--- src/rtl/i2c_pkg.sv ---
// rtl/i2c_pkg.sv - shared types and constants for the I2C register target
package i2c_pkg;

    typedef enum logic [3:0] {
        ST_IDLE,
        ST_ADDR,
        ST_ADDR_ACK,
        ST_PTR,
        ST_PTR_ACK,
        ST_WR,
        ST_WR_ACK,
        ST_RD,
        ST_RD_ACK
    } state_t;

    typedef enum logic [1:0] {
        COND_NONE  = 2'd0,
        COND_START = 2'd1,
        COND_STOP  = 2'd2
    } cond_t;

    localparam int                   BIT_CNT_W     = 4;
    localparam logic [BIT_CNT_W-1:0] BITS_PER_BYTE = 4'd8;

endpackage

--- src/rtl/i2c_line_sync.sv ---
// rtl/i2c_line_sync.sv - SCL/SDA synchronizer with edge and START/STOP detection
module i2c_line_sync
    import i2c_pkg::*;
#(
    parameter int SYNC_STAGES = 2
) (
    input  logic  clk,
    input  logic  rst_n,
    input  logic  scl_in,
    input  logic  sda_in,
    input  logic  drive_sda,
    output logic  sda,
    output logic  scl_rise,
    output logic  scl_fall,
    output cond_t cond
);

    logic [SYNC_STAGES-1:0] scl_sync_q, scl_sync_d;
    logic [SYNC_STAGES-1:0] sda_sync_q, sda_sync_d;
    logic                   scl_prev_q, scl_prev_d;
    logic                   sda_prev_q, sda_prev_d;
    logic                   scl;

    assign scl = scl_sync_q[SYNC_STAGES-1];
    assign sda = sda_sync_q[SYNC_STAGES-1];

    always_comb begin
        scl_sync_d = {scl_sync_q[SYNC_STAGES-2:0], scl_in};
        sda_sync_d = {sda_sync_q[SYNC_STAGES-2:0], sda_in};
        scl_prev_d = scl;
        sda_prev_d = sda;
        scl_rise   = scl & ~scl_prev_q;
        scl_fall   = ~scl & scl_prev_q;
        cond       = COND_NONE;
        // Our own SDA drive never counts as a bus condition.
        if (!drive_sda && scl && scl_prev_q) begin
            if (sda_prev_q && !sda) begin
                cond = COND_START;
            end else if (!sda_prev_q && sda) begin
                cond = COND_STOP;
            end
        end
    end

    // Idle bus level is high on both lines.
    always_ff @(posedge clk or negedge rst_n) begin
        if (!rst_n) begin
            scl_sync_q <= '1;
            sda_sync_q <= '1;
            scl_prev_q <= 1'b1;
            sda_prev_q <= 1'b1;
        end else begin
            scl_sync_q <= scl_sync_d;
            sda_sync_q <= sda_sync_d;
            scl_prev_q <= scl_prev_d;
            sda_prev_q <= sda_prev_d;
        end
    end

endmodule

--- src/rtl/i2c_target_regs.sv ---
// rtl/i2c_target_regs.sv - I2C target exposing an auto-incrementing byte register port
module i2c_target_regs
    import i2c_pkg::*;
#(
    parameter logic [6:0] TARGET_ADDR = 7'h42,
    parameter int         ADDR_W      = 8,
    parameter int         SYNC_STAGES = 2
) (
    input  logic              clk_clk,
    input  logic              reset_reset_n,
    input  logic              scl_in,
    input  logic              sda_in,
    output logic              sda_oe,
    output logic [ADDR_W-1:0] reg_addr,
    output logic              reg_wr_en,
    output logic [7:0]        reg_wdata,
    output logic              reg_rd_en,
    input  logic [7:0]        reg_rdata,
    output logic              busy
);

    logic  sda, scl_rise, scl_fall;
    cond_t cond;

    state_t               state_q, state_d;
    logic [BIT_CNT_W-1:0] cnt_q, cnt_d;
    logic [7:0]           rx_q, rx_d, tx_q, tx_d, wdata_q, wdata_d;
    logic [ADDR_W-1:0]    addr_q, addr_d;
    logic                 rw_q, rw_d, sda_oe_q, sda_oe_d, busy_q, busy_d;
    logic                 wr_en_q, wr_en_d, rd_en_q, rd_en_d, cap_q, cap_d;

    i2c_line_sync #(.SYNC_STAGES(SYNC_STAGES)) u_line_sync (
        .clk       (clk_clk),
        .rst_n     (reset_reset_n),
        .scl_in    (scl_in),
        .sda_in    (sda_in),
        .drive_sda (sda_oe_q),
        .sda       (sda),
        .scl_rise  (scl_rise),
        .scl_fall  (scl_fall),
        .cond      (cond)
    );

    always_comb begin
        state_d  = state_q;
        cnt_d    = cnt_q;
        rx_d     = rx_q;
        tx_d     = tx_q;
        rw_d     = rw_q;
        sda_oe_d = sda_oe_q;
        addr_d   = addr_q;
        wdata_d  = wdata_q;
        busy_d   = busy_q;
        wr_en_d  = 1'b0;
        rd_en_d  = 1'b0;
        cap_d    = rd_en_q;
        if (wr_en_q) addr_d = addr_q + ADDR_W'(1);
        if (cap_q)   tx_d   = reg_rdata;

        if (cond == COND_STOP) begin
            state_d  = ST_IDLE;
            sda_oe_d = 1'b0;
            busy_d   = 1'b0;
        end else if (cond == COND_START) begin
            state_d  = ST_ADDR;
            cnt_d    = '0;
            sda_oe_d = 1'b0;
            busy_d   = 1'b0;
        end else begin
            case (state_q)
                ST_ADDR, ST_PTR, ST_WR: begin
                    if (scl_rise) begin
                        rx_d  = {rx_q[6:0], sda};
                        cnt_d = cnt_q + 1'b1;
                    end else if (scl_fall && cnt_q == BITS_PER_BYTE) begin
                        cnt_d    = '0;
                        sda_oe_d = 1'b1;
                        if (state_q == ST_ADDR) begin
                            if (rx_q[7:1] == TARGET_ADDR) begin
                                state_d = ST_ADDR_ACK;
                                rw_d    = rx_q[0];
                                busy_d  = 1'b1;
                            end else begin
                                state_d  = ST_IDLE;
                                sda_oe_d = 1'b0;
                            end
                        end else if (state_q == ST_PTR) begin
                            addr_d  = ADDR_W'(rx_q);
                            state_d = ST_PTR_ACK;
                        end else begin
                            wdata_d = rx_q;
                            wr_en_d = 1'b1;
                            state_d = ST_WR_ACK;
                        end
                    end
                end
                ST_ADDR_ACK: begin
                    // Fetch the first read byte during the ACK slot so it is ready at the fall.
                    if (scl_rise && rw_q) begin
                        rd_en_d = 1'b1;
                    end else if (scl_fall) begin
                        if (rw_q) begin
                            state_d  = ST_RD;
                            sda_oe_d = ~tx_q[7];
                            tx_d     = {tx_q[6:0], 1'b0};
                            cnt_d    = 4'd1;
                        end else begin
                            state_d  = ST_PTR;
                            sda_oe_d = 1'b0;
                            cnt_d    = '0;
                        end
                    end
                end
                ST_PTR_ACK, ST_WR_ACK: begin
                    if (scl_fall) begin
                        state_d  = ST_WR;
                        sda_oe_d = 1'b0;
                        cnt_d    = '0;
                    end
                end
                ST_RD: begin
                    // cnt_q counts bits already driven onto SDA.
                    if (scl_fall) begin
                        if (cnt_q == BITS_PER_BYTE) begin
                            state_d  = ST_RD_ACK;
                            sda_oe_d = 1'b0;
                        end else begin
                            sda_oe_d = ~tx_q[7];
                            tx_d     = {tx_q[6:0], 1'b0};
                            cnt_d    = cnt_q + 1'b1;
                        end
                    end
                end
                ST_RD_ACK: begin
                    if (scl_rise) begin
                        if (!sda) begin
                            addr_d  = addr_q + ADDR_W'(1);
                            rd_en_d = 1'b1;
                            cnt_d   = '0;
                            state_d = ST_RD;
                        end else begin
                            state_d  = ST_IDLE;
                            sda_oe_d = 1'b0;
                        end
                    end
                end
                default: ;
            endcase
        end
    end

    always_ff @(posedge clk_clk or negedge reset_reset_n) begin
        if (!reset_reset_n) begin
            state_q  <= ST_IDLE;
            cnt_q    <= '0;
            rx_q     <= '0;
            tx_q     <= '0;
            rw_q     <= 1'b0;
            sda_oe_q <= 1'b0;
            addr_q   <= '0;
            wdata_q  <= '0;
            busy_q   <= 1'b0;
            wr_en_q  <= 1'b0;
            rd_en_q  <= 1'b0;
            cap_q    <= 1'b0;
        end else begin
            state_q  <= state_d;
            cnt_q    <= cnt_d;
            rx_q     <= rx_d;
            tx_q     <= tx_d;
            rw_q     <= rw_d;
            sda_oe_q <= sda_oe_d;
            addr_q   <= addr_d;
            wdata_q  <= wdata_d;
            busy_q   <= busy_d;
            wr_en_q  <= wr_en_d;
            rd_en_q  <= rd_en_d;
            cap_q    <= cap_d;
        end
    end

    assign sda_oe    = sda_oe_q;
    assign reg_addr  = addr_q;
    assign reg_wr_en = wr_en_q;
    assign reg_wdata = wdata_q;
    assign reg_rd_en = rd_en_q;
    assign busy      = busy_q;

endmodule

--- config.mk ---
export PLATFORM = sky130hd
export DESIGN_NAME = i2c_target_regs
export DESIGN_NICKNAME = d
export VERILOG_FILES = /design/src/rtl/i2c_pkg.sv /design/src/rtl/i2c_line_sync.sv /design/src/rtl/i2c_target_regs.sv
export SDC_FILE = /design/constraint.sdc
export NUM_CORES = 1
export LEC_CHECK = 0
export CORE_UTILIZATION = 52
export CTS_BUF_LIST = sky130_fd_sc_hd__clkbuf_8
export DETAILED_ROUTE_END_ITERATION = 6
export PLACE_DENSITY = 0.77
export SLEW_MARGIN = 30
export SYNTH_ARGS = -nofsm -noshare
export SYNTH_HDL_FRONTEND = slang
export SYNTH_SLANG_ARGS = --single-unit
--- constraint.sdc ---
create_clock -name clk_clk -period 3.25 [get_ports clk_clk]
set_input_delay 0.65 -clock clk_clk [delete_from_list [all_inputs] [get_ports clk_clk]]
set_output_delay 0.65 -clock clk_clk [all_outputs]
set_load 0.05 [all_outputs]
==> results.py, run 1 <==
metrics = {
    "drt": {
        "wire_per_inst_um": 17.2,
        "ant_nets": 0,
        "drt_wl_total_mm": 6.93,
        "drt_iter0_drc": 333,
        "drc": 0,
        "firstDrtPassIters": 6,
        "vias_per_cell": 6.30,
        "vias": 2534,
    },
    "grt": {
        "grt_pass1_vias": 2382,
        "grt_max_degree": 50,
        "antenna_found_initial": 0,
        "grt_util_met1": 0.334,
        "grt_pass1_wl_mm": 11.6,
        "grt_overflow": 0,
        "use_met3": 0.0552,
        "globalRouteMet2Util": 0.367,
        "grt_use_total": 0.239,
        "grt.busiest_layer": "met2",
    },
    "setup_path": {
        "path_cells": "nand3b_1, nor3b_1, inv_1, ha_1, or2_1, or3_4, or4_4, mux2_4",
        "endpoint_kind": "register",
        "setup.worst_path.start_class": "register",
        "worst_ep_required_time_ps": 3450,
        "cp_max_fo": 10,
        "worstRegToRegCells": 8,
        "worstPathArrival_ps": 3280,
        "crit_family": "simple AND/OR/NAND/NOR gates",
        "path_buf_inv": 1,
        "critPathSlowestCell": "dfstp_2",
        "critical_path_class": "register to register",
        "crit_cells": 8,
        "cp_slowest_stage_delay_ps": 600,
    },
    "place": {
        "port_buffers": 31,
        "gp_congestion": 0.939,
        "dpl_cell_area_mm2": 0.00340,
        "dp_hpwl_mm": 4.77,
    },
    "clock_network": {
        "cts_resized": 0,
        "post_cts_buffers": 0,
        "cts_buffers": 5,
        "cts-root-buf": "clkbuf_8",
        "clk_pin_slew_ps": 90,
        "worstSkewPairLatency_ps": 310,
        "cts.htree.levels": 2,
        "cts-hold-fix-buffers": 0,
        "clkSinkCount": 52,
        "cts_tree": "yes",
        "clockBufferDepth": 2,
    },
    "synth": {
        "ys_ff_latch": 52,
        "synth_top_family_by_area": "simple AND/OR/NAND/NOR gates",
        "synth-main-ff-cell": "dfrtp_1",
        "synth_area_mm2": 0.00308,
        "synth_fp_nets": 324,
        "synth-simple-area-share": 0.200,
        "synth_mux_area_frac": 0.122,
        "synthXorXnorAreaFrac": 0.0256,
        "syn_inst": 307,
        "synth.avg_cell_area_um2": 10.0,
        "yosysWarnings": 0,
        "seq_area_frac_synth": 0.425,
        "async_flop_share": 1.00,
        "synth-compound-area-share": 0.156,
        "synth_fa_ha_area_frac": 0.0203,
        "synth_edf_count": 0,
        "netlist-cell-type-count": 62,
    },
    "pwr": {
        "power_frac_comb": 0.359,
        "switching_share": 0.388,
        "p_switching_uw": 852,
        "cellPowerDensity_mw_per_mm2": 624,
        "p_leak_uw": 0.00142,
        "seqPwrFrac": 0.430,
        "internal_power_uw": 1350,
        "p_clk_frac": 0.211,
        "peakVddDrop_v": 0.000327,
    },
    "outcome": {
        "run_status": "finished clean",
    },
    "finish": {
        "drive_gt1_frac": 0.145,
        "nFillCells": 474,
        "multiInputGateArea_mm2": 0.00162,
        "diodes": 0,
        "stdcell_area_mm2": 0.00352,
        "final_nets": 346,
        "register_area_mm2": 0.00131,
        "area_growth_syn_to_layout_pct": 14.3,
    },
    "timing": {
        "setup-tns-final_ps": 0,
        "final-hold-violation-count": 0,
        "max_slew_margin": 0.589,
        "fin_crit_ps": 3080,
        "finClkSkew_ps": 9.38,
        "fmax_mhz": 325,
        "worstMarginPinSlew_ps": 608,
        "drv_slew": 0,
        "finalCritPeriodShare": 0.947,
        "setup_viol": 0,
        "rsz0062_at_grt": "no",
    },
    "floorplan": {
        "die-area_mm2": 0.00624,
        "initial_core_util": 0.549,
        "core_area_mm2": 0.00561,
        "fp.dieW_um": 79.0,
        "row_count": 27,
        "fp.dieH_um": 79.0,
        "io-pin-count": 32,
    },
    "worst_hold_path": {
        "hp-class": "input port to async pin",
    },
    "flow_run": {
        "max_cap_viol_count": 0,
    },
}
## power groups by stage
| stage | clock (uW) | combinational [uW] | sequential, uW |
|---|---|---|---|
| after floorplan | 0 | 652 | 877 |
| after global placement | 0 | 765 | 947 |
| after detailed placement | 0 | 770 | 949 |
| after CTS | 479 | 777 | 939 |
| after global routing | 504 | 868 | 966 |
| final | 465 | 788 | 945 |
## final timing paths
kind | from | to | slack, ps
max | u_line_sync.scl_sync_q[1]$_DFF_PN1_ | reg_wdata[6]$_DFFE_PN0P_ | 170
min in group clk_clk | u_line_sync.sda_sync_q[0]$_DFF_PN1_ | u_line_sync.sda_sync_q[1]$_DFF_PN1_ | 360
min reg2reg | u_line_sync.sda_sync_q[0]$_DFF_PN1_ | u_line_sync.sda_sync_q[1]$_DFF_PN1_ | 360
max reg2reg | u_line_sync.scl_sync_q[1]$_DFF_PN1_ | reg_wdata[6]$_DFFE_PN0P_ | 170
min | reset_reset_n | tx_q[1]$_DFF_PN0_ | 330
max in group asynchronous | reset_reset_n | u_line_sync.scl_prev_q$_DFF_PN1_ | 2310
## Yosys cell counts (all sizes together), types with 4 or more instances
master | n | share of area
nand2 | 13 | 0.016
xnor2 | 6 | 0.017
nor2 | 21 | 0.026
mux2 | 21 | 0.087
and3 | 6 | 0.012
nor2b | 7 | 0.014
nand3 | 11 | 0.018
nor4 | 5 | 0.015
ha | 5 | 0.020
clkbuf | 12 | 0.015
inv | 13 | 0.016
a31oi | 5 | 0.010
nand2b | 6 | 0.012
dfstp | 6 | 0.051
or3 | 6 | 0.014
nor4b | 4 | 0.011
mux2i | 11 | 0.036
buf | 8 | 0.020
nand4 | 4 | 0.0081
nor3 | 7 | 0.011
a21oi | 19 | 0.032
o21ai | 14 | 0.023
dfrtp | 46 | 0.37
## logic make-up (layout without fill, tap and decap cells)
logic type / after synthesis / in the layout
AO/OA/AOI/OAI: 71 / 71
XOR/XNOR: 9 / 9
adder cells (fa/ha/maj): 5 / 5
buffers and inverters: 33 / 56
flip-flops: 52 / 52
multiplexers: 32 / 32
AND/OR/NAND/NOR: 105 / 105
## layout make-up
type	count	area share
tap	72	0.0256
timing repair buffer	35	0.0959
sequential	52	0.372
clock inverter	2	0.0110
clock buffer	6	0.0234
multi-input combinational	222	0.459
inverter	13	0.0139
## metrics by stage
| stage | cells | hold slack, ps | util | total power [uW] | setup WS, ps |
|---|---|---|---|---|---|
| 6_report | 402 | 331 | 0.628 | 2200 | 173 |
| 5_1_grt | 402 | 364 | 0.628 | 2340 | 28.4 |
| 4_1_cts | 402 | 361 | 0.628 | 2190 | 183 |
| 3_5_place_dp | 394 | 348 | 0.606 | 1720 | 237 |
| 3_3_place_gp | 394 | 346 | 0.606 | 1710 | 323 |
| 2_1_floorplan | 307 | 345 | - | 1530 | 111 |
## state kept, by name, indices dropped and copies added (netlist names)
| register | flops |
|---|---|
| reg_wr_en | 1 |
| u_line_sync.scl_prev_q | 1 |
| reg_wdata | 8 |
| rx_q | 8 |
| cap_q | 1 |
| state_q | 4 |
| rw_q | 1 |
| reg_addr | 8 |
| reg_rd_en | 1 |
| busy | 1 |
| u_line_sync.scl_sync_q | 2 |
| u_line_sync.sda_prev_q | 1 |
| u_line_sync.sda_sync_q | 2 |
| sda_oe | 1 |
| tx_q | 8 |
| cnt_q | 4 |
## placed cells by master (no fill, tap or decap), drive strengths merged, types with 3 or more instances in the layout
cell type	n
nand2b	6
a31oi	5
a22o	3
and3	6
mux2i	11
nand2	13
a21oi	19
nor3	7
clkdlybuf4s50	30
xnor2	6
nand3	11
buf	5
o221ai	3
o21ai	14
dfrtp	46
nor2b	7
inv	13
mux2	21
nand4	4
nor2	21
xor2	3
nor4	5
ha	5
o22ai	3
nor3b	3
dfstp	6
nor4b	4
or4	3
clkbuf	6
or3	6
## layer usage
layer / vias up / part of all wire
met4: 0 / 0.019
met5: - / 0
met3: 18 / 0.089
met2: 142 / 0.46
li1: 1184 / -
met1: 1190 / 0.44
Note: power is estimated with default switching activity, not from simulation.
==> inputs of run 2 (changes only) <==
Settings changed: GPL_TIMING_DRIVEN from default to 0, SETUP_SLACK_MARGIN from default to 0.1.
==> results.py, run 2 (synthesized netlist as in run 1, its figures left out) <==
metrics = {
    "outcome": {
        "run_status": "finished clean",
    },
    "drt": {
        "vias_per_cell": 6.26,
        "drc": 0,
        "wire_per_inst_um": 17.2,
        "vias": 2684,
        "drt_iter0_drc": 392,
        "ant_nets": 0,
        "firstDrtPassIters": 6,
        "drt_wl_total_mm": 7.37,
    },
    "floorplan": {
        "io-pin-count": 32,
        "core_area_mm2": 0.00561,
        "initial_core_util": 0.549,
        "die-area_mm2": 0.00624,
        "row_count": 27,
        "fp.dieH_um": 79.0,
        "fp.dieW_um": 79.0,
    },
    "finish": {
        "register_area_mm2": 0.00131,
        "final_nets": 373,
        "drive_gt1_frac": 0.185,
        "nFillCells": 459,
        "fin_cells": 429,
        "area_growth_syn_to_layout_pct": 21.0,
        "multiInputGateArea_mm2": 0.00165,
        "layout_commonest_cell": "dfrtp_1",
        "diodes": 0,
        "final_cell_mix": "46 x dfrtp_1, 30 x clkdlybuf4s50_1, 21 x nor2_1, 18 x a21oi_1, 14 x o21ai_0",
    },
    "timing": {
        "rsz0062_at_grt": "yes",
        "finalCritPeriodShare": 0.966,
        "fin_crit_ps": 3140,
        "drv_slew": 0,
        "worstMarginPinSlew_ps": 727,
        "setup_viol": 0,
        "fmax_mhz": 319,
        "max_slew_margin": 0.508,
        "finClkSkew_ps": 7.28,
        "final-hold-violation-count": 0,
    },
    "pwr": {
        "internal_power_uw": 1290,
        "finalPower_uw": 2190,
        "switching_share": 0.410,
        "seqPwrFrac": 0.393,
        "p_switching_uw": 898,
        "peakVddDrop_v": 0.000508,
        "p_leak_uw": 0.00152,
        "cellPowerDensity_mw_per_mm2": 588,
        "power_frac_comb": 0.434,
        "p_clk_frac": 0.173,
    },
    "grt": {
        "grt_overflow": 0,
        "grt_pass1_vias": 2383,
        "grt_max_degree": 52,
        "grt_use_total": 0.241,
        "antenna_found_initial": 0,
        "grt_pass1_wl_mm": 11.8,
    },
    "setup_path": {
        "worstRegToRegCells": 11,
        "r2r_slack_ps": 110,
        "cp_max_fo": 4,
        "setup.worst_path.start_class": "register",
        "worstPathArrival_ps": 3340,
        "critical_path_class": "register to register",
        "rr_startpoint": "u_line_sync.scl_sync_q[1]$_DFF_PN1_",
        "startpoint": "u_line_sync.scl_sync_q[1]$_DFF_PN1_",
        "endpoint_kind": "register",
        "worst_ep_required_time_ps": 3450,
        "r2r_end": "reg_wdata[6]$_DFFE_PN0P_",
    },
    "clock_network": {
        "clk_pin_slew_ps": 90,
        "cts-root-buf": "clkbuf_8",
        "cts_buffers": 5,
        "cts-hold-fix-buffers": 0,
        "clkSinkCount": 52,
        "clockBufferDepth": 2,
        "cts_tree": "yes",
        "cts.htree.levels": 2,
        "worstSkewPairLatency_ps": 310,
    },
    "place": {
        "place_inst": 411,
        "gp_congestion": 0.956,
        "dp_hpwl_mm": 4.92,
        "port_buffers": 31,
    },
    "flow_run": {
        "max_cap_viol_count": 0,
    },
    "worst_hold_path": {
        "hp-class": "input port to async pin",
    },
}
## run 2: timing repair
item | CTS | global route
buffers inserted | 0 | 9
pin swaps | 0 | 7
setup endpoints to repair | 8 | 9
gates resized for setup | 2 | 8
gates cloned | 0 | 1
## run 2: how the worst max path moves through the flow
stage                                    end  slack (ps)  cells past startpoint
floorplan           reg_wdata[0]$_DFFE_PN0P_         110                     11
global route        reg_wdata[7]$_DFFE_PN0P_          10                     11
detailed placement  reg_wdata[3]$_DFFE_PN0P_        -100                     11
global placement    reg_wdata[5]$_DFFE_PN0P_         -60                     11
CTS                 reg_wdata[3]$_DFFE_PN0P_         100                     10
finish              reg_wdata[6]$_DFFE_PN0P_         110                     11
## run 2: power groups by stage
stage	logic [uW]	registers [uW]	clock network, uW
2_1_floorplan	652	877	0
3_3_place_gp	902	863	0
3_5_place_dp	905	870	0
4_1_cts	911	859	390
5_1_grt	1030	877	407
6_report	952	861	378
## run 2: final cells by class
class / count / share of cell area
sequential: 52 / 0.351
clock buffer: 5 / 0.0185
timing repair buffer: 42 / 0.115
clock inverter: 3 / 0.00571
buffer: 20 / 0.0309
multi-input combinational: 222 / 0.442
tap: 72 / 0.0242
inverter: 13 / 0.0131
## run 2: worst max-delay path, cell delays in order, from the launching register on
cell       delay [ps]
dfstp_2           560
nand3b_1          170
nor3b_4           240
inv_1              70
ha_2              190
buf_6             110
or2_1             210
buf_6             120
or3_4             360
or4_4             530
clkbuf_16         180
mux2_4            290
## run 2: metal layers
metal | GRT usage | wire length, um | vias to the layer above
li1 | - | - | 1229
met1 | 0.359 | 3270 | 1291
met2 | 0.372 | 3370 | 146
met3 | 0.0310 | 631 | 18
met4 | 0.0582 | 100 | 0
met5 | 0 | 0 | -
## run 2: stage by stage
stage	cell area, um2	setup TNS (ps)	utilization	hold slack, ps	setup WS [ps]
after CTS	3600	0	0.642	112	102
after global placement	3480	-446	0.621	347	-57.0
after global routing	3730	0	0.665	110	10.6
after floorplan	3080	0	-	345	111
after detailed placement	3510	-782	0.625	348	-103
final	3730	0	0.665	118	112
==> inputs of run 3 (changes only) <==
Settings changed: CORE_MARGIN from default to 1.5, CTS_CLUSTER_DIAMETER from default to 40.
==> results.py, run 3 (synthesized netlist as in run 1, its figures left out) <==
metrics = {
    "grt": {
        "grt_max_degree": 52,
        "antenna_found_initial": 0,
        "grt_pass1_vias": 2451,
        "grt_use_total": 0.240,
        "grt_pass1_wl_mm": 11.9,
        "grt_overflow": 0,
    },
    "finish": {
        "final_nets": 373,
        "diodes": 0,
        "drive_gt1_frac": 0.182,
        "layout_commonest_cell": "dfrtp_1",
        "final_cell_mix": "46 x dfrtp_1, 30 x clkdlybuf4s50_1, 21 x nor2_1, 18 x a21oi_1",
        "area_growth_syn_to_layout_pct": 21.7,
        "utilization": 0.668,
    },
    "timing": {
        "fin_crit_ps": 3180,
        "max_slew_margin": 0.457,
        "setup_viol": 0,
        "final-hold-violation-count": 0,
        "setup_ws_ps": 67.2,
        "rsz0062_at_grt": "yes",
        "finalCritPeriodShare": 0.979,
        "drv_slew": 0,
        "worstMarginPinSlew_ps": 804,
        "fmax_mhz": 314,
        "finClkSkew_ps": 7.09,
    },
    "drt": {
        "ant_nets": 0,
        "vias": 2673,
        "drc": 0,
        "wire_per_inst_um": 17.4,
        "firstDrtPassIters": 6,
        "drt_iter0_drc": 316,
        "vias_per_cell": 6.23,
        "drt_wl_total_mm": 7.47,
    },
    "outcome": {
        "run_status": "finished clean",
    },
    "place": {
        "dp_hpwl_mm": 5.05,
        "gp_congestion": 1.00,
        "dp_slack_ps": -119,
        "port_buffers": 31,
    },
    "clock_network": {
        "cts-hold-fix-buffers": 0,
        "cts.htree.levels": 2,
        "clkSinkCount": 52,
        "cts_buffers": 5,
        "cts_tree": "yes",
        "clockBufferDepth": 2,
        "clk_pin_slew_ps": 90,
        "worstSkewPairLatency_ps": 310,
        "cts-root-buf": "clkbuf_8",
    },
    "pwr": {
        "p_leak_uw": 0.00153,
        "cellPowerDensity_mw_per_mm2": 603,
        "peakVddDrop_v": 0.000406,
    },
    "flow_run": {
        "max_cap_viol_count": 0,
    },
    "setup_path": {
        "critPathSlowestCell": "dfstp_2",
        "cp_common_cell": "buf_6",
        "worstRegToRegCells": 11,
        "setup.worst_path.start_class": "register",
        "r2r_slack_ps": 70,
        "worst_ep_required_time_ps": 3450,
        "endpoint_kind": "register",
        "worstPathArrival_ps": 3390,
        "cp_max_fo": 5,
        "path_cells": "nand3b_1, nor3b_4, inv_1, ha_2, buf_6, or2_1, buf_6, or3_4, or4_4, clkbuf_16, mux2_4",
        "critical_path_class": "register to register",
        "rr_startpoint": "u_line_sync.scl_prev_q$_DFF_PN1_",
        "cp_slowest_stage_delay_ps": 590,
        "r2r_end": "reg_wdata[3]$_DFFE_PN0P_",
    },
    "floorplan": {
        "initial_core_util": 0.549,
        "die-area_mm2": 0.00639,
        "core_area_mm2": 0.00561,
        "io-pin-count": 32,
        "fp.dieH_um": 80.0,
        "fp.dieW_um": 80.0,
        "row_count": 27,
    },
    "worst_hold_path": {
        "hp-class": "input port to async pin",
    },
}
run 3: changes by cell type in the layout (fill, tap and decap cells not counted), sizes merged:
cell and delta:
bufinv +1, clkinv -1, clkinvlp -1, inv +1
run 3: per-stage QoR:
| stage | TNS, ps | area, um2 | total power, uW | hold WS [ps] | instances |
|---|---|---|---|---|---|
| after floorplan | 0 | 3080 | 1530 | 345 | 307 |
| after global placement | -495 | 3480 | 1760 | 346 | 410 |
| after detailed placement | -942 | 3510 | 1780 | 347 | 411 |
| after CTS | 0 | 3620 | 2240 | 112 | 419 |
| after global routing | -11.4 | 3750 | 2400 | 98.3 | 429 |
| final | 0 | 3750 | 2260 | 115 | 429 |
run 3: timing repair:
| action | in CTS | in global routing |
|---|---|---|
| hold endpoints to repair | 0 | 0 |
| pin swaps | 0 | 8 |
| cloned | 0 | 1 |
| buffers inserted | 0 | 9 |
| gates resized for setup | 2 | 8 |
| endpoints found under the setup margin | 8 | 8 |
run 3: worst max path at each step:
stage | slack (ps) | cells after the start | start | to
after floorplan | 110 | 11 | sda_oe$_DFFE_PN0P_ | reg_wdata[0]$_DFFE_PN0P_
after global placement | -60 | 11 | u_line_sync.sda_sync_q[1]$_DFF_PN1_ | reg_wdata[5]$_DFFE_PN0P_
after detailed placement | -120 | 11 | u_line_sync.sda_sync_q[1]$_DFF_PN1_ | reg_wdata[4]$_DFFE_PN0P_
after CTS | 110 | 11 | u_line_sync.sda_sync_q[1]$_DFF_PN1_ | reg_wdata[0]$_DFFE_PN0P_
after global routing | -8 | 11 | u_line_sync.scl_prev_q$_DFF_PN1_ | reg_wdata[3]$_DFFE_PN0P_
final | 70 | 11 | u_line_sync.scl_prev_q$_DFF_PN1_ | reg_wdata[3]$_DFFE_PN0P_
run 3: routing by layer:
layer / up-vias / wire length, um / global-route usage
li1: 1232 / - / -
met2: 136 / 3460 / 0.367
met5: - / 0 / 0
met1: 1289 / 3370 / 0.343
met3: 16 / 510 / 0.0457
met4: 0 / 122 / 0.0776
run 3: worst max-delay path: cells and delay by family, from the launching register on:
family,cells,cell delay (ps)
simple gates,5,1520
fa+ha+maj,1,190
buf+inv,4,490
mux,1,290
flops,1,590
run 3: where the power goes:
group          internal (uW)  switching [uW]
clock                    230             218
sequential               755             107
combinational            384             568
total                   1370             893
run 3: cell type report:
| cell class | instances | area [um2] |
|---|---|---|
| Fill cell | 451 | 1860 |
| Multi-Input combinational cell | 222 | 1650 |
| Sequential cell | 52 | 1310 |
| Timing Repair Buffer | 42 | 428 |
| Buffer | 20 | 115 |
| Tap cell | 72 | 90.1 |
| Clock buffer | 5 | 68.8 |
| Inverter | 13 | 48.8 |
| Clock inverter | 3 | 42.5 |
